### src/rtl/i2c_shift_engine.sv
// I2C master frame shift engine: parallel-loads address/data frames for TX,
// assembles received frames, and tracks bit position, completion and busy state.
module i2c_shift_engine #(
    parameter int unsigned DATA_WIDTH = 8,
    parameter bit          LSB_FIRST  = 1'b0,
    parameter int unsigned CW         = $clog2(DATA_WIDTH + 1)
) (
    input  logic                  clk,
    input  logic                  n_rst,
    input  logic [9:0]            bus_address,
    input  logic [DATA_WIDTH-1:0] tx_data,
    input  logic [1:0]            shift_input_select,
    input  logic                  data_direction,
    input  logic                  shift_direction,
    input  logic                  shift_strobe,
    input  logic                  shift_in,
    input  logic                  shift_load,
    output logic                  shift_out,
    output logic [DATA_WIDTH-1:0] data_out,
    output logic [CW-1:0]         bit_count,
    output logic                  byte_done,
    output logic                  busy
);

    typedef enum logic [1:0] {
        IDLE      = 2'd0,
        TX_ACTIVE = 2'd1,
        RX_ACTIVE = 2'd2
    } state_t;

    localparam logic [CW-1:0] FULL_COUNT = CW'(DATA_WIDTH);

    state_t                state_q, state_d;
    logic [DATA_WIDTH-1:0] sreg_q, sreg_d;
    logic [DATA_WIDTH-1:0] data_out_q, data_out_d;
    logic [CW-1:0]         bit_count_q, bit_count_d;
    logic                  byte_done_q, byte_done_d;

    logic [DATA_WIDTH-1:0] load_word;
    logic [DATA_WIDTH-1:0] tx_shifted;
    logic [DATA_WIDTH-1:0] rx_shifted;
    logic [CW-1:0]         bit_count_inc;

    // Address frames sit in the top byte; any extra low bits load as 0.
    always_comb begin
        load_word = '0;
        unique case (shift_input_select)
            2'd0: load_word[DATA_WIDTH-1 -: 8] = {5'b11110, bus_address[9:8], data_direction};
            2'd1: load_word[DATA_WIDTH-1 -: 8] = bus_address[7:0];
            2'd2: load_word[DATA_WIDTH-1 -: 8] = {bus_address[6:0], data_direction};
            2'd3: load_word = tx_data;
        endcase
    end

    // TX shifts toward the output end and back-fills 1s so SDA ends released;
    // RX enters at the opposite end so the first bit lands in the first-bit slot.
    always_comb begin
        if (LSB_FIRST) begin
            tx_shifted = {1'b1, sreg_q[DATA_WIDTH-1:1]};
            rx_shifted = {shift_in, sreg_q[DATA_WIDTH-1:1]};
        end else begin
            tx_shifted = {sreg_q[DATA_WIDTH-2:0], 1'b1};
            rx_shifted = {sreg_q[DATA_WIDTH-2:0], shift_in};
        end
    end

    assign bit_count_inc = bit_count_q + 1'b1;

    always_comb begin
        state_d     = state_q;
        sreg_d      = sreg_q;
        data_out_d  = data_out_q;
        bit_count_d = bit_count_q;
        byte_done_d = 1'b0;

        if (shift_load) begin
            sreg_d      = load_word;
            bit_count_d = '0;
            state_d     = TX_ACTIVE;
        end else if (shift_strobe) begin
            unique case (state_q)
                IDLE: begin
                    if (shift_direction) begin
                        sreg_d      = rx_shifted;
                        bit_count_d = CW'(1);
                        state_d     = RX_ACTIVE;
                    end
                end
                TX_ACTIVE: begin
                    sreg_d      = tx_shifted;
                    bit_count_d = bit_count_inc;
                    if (bit_count_inc == FULL_COUNT) begin
                        state_d     = IDLE;
                        byte_done_d = 1'b1;
                    end
                end
                RX_ACTIVE: begin
                    bit_count_d = bit_count_inc;
                    if (bit_count_inc == FULL_COUNT) begin
                        data_out_d  = rx_shifted;
                        sreg_d      = '1;
                        state_d     = IDLE;
                        byte_done_d = 1'b1;
                    end else begin
                        sreg_d = rx_shifted;
                    end
                end
                default: state_d = IDLE;
            endcase
        end
    end

    always_ff @(posedge clk or negedge n_rst) begin
        if (!n_rst) begin
            state_q     <= IDLE;
            sreg_q      <= '1;
            data_out_q  <= '0;
            bit_count_q <= '0;
            byte_done_q <= 1'b0;
        end else begin
            state_q     <= state_d;
            sreg_q      <= sreg_d;
            data_out_q  <= data_out_d;
            bit_count_q <= bit_count_d;
            byte_done_q <= byte_done_d;
        end
    end

    // SDA stays released while receiving so the slave can drive it.
    always_comb begin
        if (state_q == RX_ACTIVE) begin
            shift_out = 1'b1;
        end else if (LSB_FIRST) begin
            shift_out = sreg_q[0];
        end else begin
            shift_out = sreg_q[DATA_WIDTH-1];
        end
    end

    assign data_out  = data_out_q;
    assign bit_count = bit_count_q;
    assign byte_done = byte_done_q;
    assign busy      = (state_q != IDLE);

endmodule

### config.mk
export PLATFORM = sky130hd
export DESIGN_NAME = i2c_shift_engine
export DESIGN_NICKNAME = d
export VERILOG_FILES = /design/src/rtl/i2c_shift_engine.sv
export SDC_FILE = /design/constraint.sdc
export NUM_CORES = 1
export LEC_CHECK = 0
export CAP_MARGIN = 20
export CORE_ASPECT_RATIO = 1.1
export CORE_MARGIN = 2
export CORE_UTILIZATION = 30
export DETAILED_ROUTE_END_ITERATION = 10
export PLACE_DENSITY_LB_ADDON = 0.05
export SYNTH_ARGS = -nofsm -noshare
export SYNTH_HDL_FRONTEND = slang
export SYNTH_SLANG_ARGS = --single-unit
### constraint.sdc
create_clock -name clk -period 2.5 [get_ports clk]
set_input_delay 0.625 -clock clk [delete_from_list [all_inputs] [get_ports clk]]
set_output_delay 0.625 -clock clk [all_outputs]
set_load 0.03 [all_outputs]
==> metrics.md <==
| Metric | Value |
|---|---|
| Setup slack after layout | `0.186 ns` |
| Synth Area per Inst | `10.7 µm²` |
| Clock Skew | `0.00107 ns` |
| Initial Util | `30.7%` |
| Pwr/cell area | `428 mW/mm²` |
| Die Area | `0.00523 mm²` |
| Per-cell routed wire length | `14.5 µm` |
| # IOs | `42` |
| Clk sink count | `23` |
| Largest net degree at the start of global routing | `24` |
| Hold path start | `data_out[7]` |
| Crit. End Element | `output port` |
| Initial DRC Count | `53` |
| Slew HR | `60.1%` |
| Cells after Synth | `131` |
| R2R Setup Slk | `0.62 ns` |
| Clk buf depth | `2` |
| ANT nets after route | `0` |
| Synth Warn # | `0` |
| Drc violations | `0` |
| Crit start category | `flip-flop` |
| Worst-margin pin slew | `0.592 ns` |
| Final worst path period share | `92.6%` |
| Area after DPL | `0.00190 mm²` |
| Core Rows | `26` |
| Vias | `1200` |
| Hold Crit Class | `reg2reg` |
| Synthesis-stage register bit count | `23` |
| Die height | `75.7 µm` |
| Inserted Clock Buffers | `3` |
| Status | `finished clean` |
| Worst R2R End | `sreg_q[6]` |
| Distinct cells, synth | `39` |
| Top FF cell, synth | `dfrtp_1` |
| Count leader, synth | `dfrtp_1` |
| Core footprint | `0.00455 mm²` |
| Hold-critical path depth | `1` |
| GR Overflow Total | `0` |
| GRT Util Overall | `13.7%` |
| Synth-to-Final Area Change | `39.0%` |
| Post-layout min period | `2.31 ns` |
| Diodes inserted | `0` |
| Global-route wire length before repair | `5.58 mm` |
| Top cell type by total area after synthesis | `dfrtp_1` |
| Fin area | `0.00195 mm²` |
| Pre-CTS setup slack | `0.271 ns` |
| Initial antenna violation count | `0` |
| Via count of the first global-routing pass | `1140` |
| Fmax | `0.432 GHz` |
| PortBufs | `41` |
| Clock latency at the later pin of the worst-skew pair | `0.26 ns` |
| Fin nets | `209` |
| Hpwl dp | `2.70 mm` |
| H-tree Lvls | `1` |
| Asr flop ratio synth | `100%` |
| VDD IR max | `196 µV` |
| Data arrival, critical path | `1.69 ns` |
| Max Cap Viol | `0` |
| Synth top area cells | `dfrtp_1 27%, dfstp_2 15%, mux2_4 8.6%` |
| Slew Viols, Final | `0` |
| Root Buffer | `clkbuf_8` |
| Synth cell count leaders | `15 x dfrtp_1, 14 x a21oi_1, 10 x nand2_1` |
| GP Congestion | `0.799` |
| Static Leak | `0.836 nW` |
| Post-Syn Area | `0.00140 mm²` |
| CTS tree | `yes` |
| R2R depth | `7` |
| Yosys top cell area share | `26.8%` |
| Critical path required time | `1.88 ns` |
| Final setup fails | `0` |
| Vias per cell | `5.15` |
| Worst setup path class | `reg2out` |
| Layout cell share with drive strength beyond 1 | `19.8%` |
| Worst Hold End | `data_out[7]` |
| R2R Path Start | `state_q[0]` |
| CTS clk-pin slew, worst paths | `0.08 ns` |
| Final Hold Fails | `0` |
| Register area share after synthesis | `41.8%` |
| TNS Setup | `0 ns` |
| Critical Path Fanout Max | `3` |
| DRT Pass-1 Iters | `4` |
| Syn Nets | `162` |
| Wirelength, routed | `3.38 mm` |
| EDFF count, synth | `0` |
| Die Wd | `69.1 µm` |
| Unrepaired setup endpoints after global routing | `false` |
-- how the worst max path moves through the flow --
stage	endpoint	cells past startpoint	start
global route	busy	4	state_q[0]
finish	busy	4	state_q[1]
global placement	shift_out	4	state_q[0]
CTS	busy	4	state_q[1]
floorplan	data_out[0]	5	bit_count[0]
detailed placement	shift_out	4	state_q[0]
-- layer usage --
| layer | share of wire [%] | global-route usage, % |
|---|---|---|
| met1 | 49 | 18.1 |
| met2 | 45 | 23.0 |
| met3 | 4.8 | 2.38 |
| met4 | 1.5 | 4.58 |
| met5 | 0 | 0 |
-- cells in the final DEF, fill, tap and decap left out, drive strengths merged, types with 5 or more instances in the layout --
master and n:
buf 7, dfstp 8, mux2i 7, o21ai 8
inv 5, clkdlybuf4s50 40, dfrtp 15, a21oi 14
mux2 9, nor2 6, nand2 10
-- where the power goes --
part | switching [mW] | internal [mW] | leakage [nW]
Clock | 0.119 | 0.111 | 0.0255
Sequential | 0.0234 | 0.409 | 0.287
Combinational | 0.0776 | 0.0910 | 0.524
-- worst max-delay path, stage by stage, from the launching register on --
cell             delay (ns)
dfrtp_1                0.38
inv_1                  0.07
ha_1                   0.21
inv_1                  0.10
clkdlybuf4s50_1        0.67
-- kinds of logic (layout without fill, tap and decap cells) --
| kind of cell | count (synthesis) | after routing | synth area share [%] |
|---|---|---|---|
| XOR/XNOR | 1 | 1 | 0.626 |
| adder cells (fa/ha/maj) | 4 | 4 | 3.57 |
| multiplexers | 18 | 18 | 17.6 |
| AO/OA/AOI/OAI | 43 | 43 | 20.4 |
| AND/OR/NAND/NOR | 31 | 31 | 12.3 |
| buffers and inverters | 11 | 57 | 3.66 |
| flip-flops | 23 | 23 | 41.8 |
-- stage by stage --
stage / hold WS, ns / cells / power (mW) / utilization [%]
5_1_grt: 0.543 / 233 / 0.875 / 42.7
3_5_place_dp: 0.500 / 229 / 0.613 / 41.7
3_3_place_gp: 0.498 / 229 / 0.610 / 41.7
2_1_floorplan: 0.329 / 131 / 0.516 / -
4_1_cts: 0.523 / 233 / 0.849 / 42.7
6_report: 0.514 / 233 / 0.832 / 42.7
-- layout make-up --
type | count | area [µm²]
Timing Repair Buffer | 48 | 462
Inverter | 5 | 18.8
Multi-Input combinational cell | 97 | 763
Clock inverter | 1 | 5.00
Sequential cell | 23 | 586
Fill cell | 444 | 2610
Clock buffer | 3 | 41.3
Tap cell | 56 | 70.1
-- sequential cells by signal, summed over array words and instances (netlist names) --
signal	count
data_out	8
state_q	2
bit_count	4
sreg_q	8
byte_done	1
-- what timing repair did --
action                                  in CTS  in global routing
hold buffers                                 0                  0
resized for setup                            1                  0
endpoints found under the setup margin       1                  0
buffers inserted                             0                  0
(Power assumes the default switching activity.)
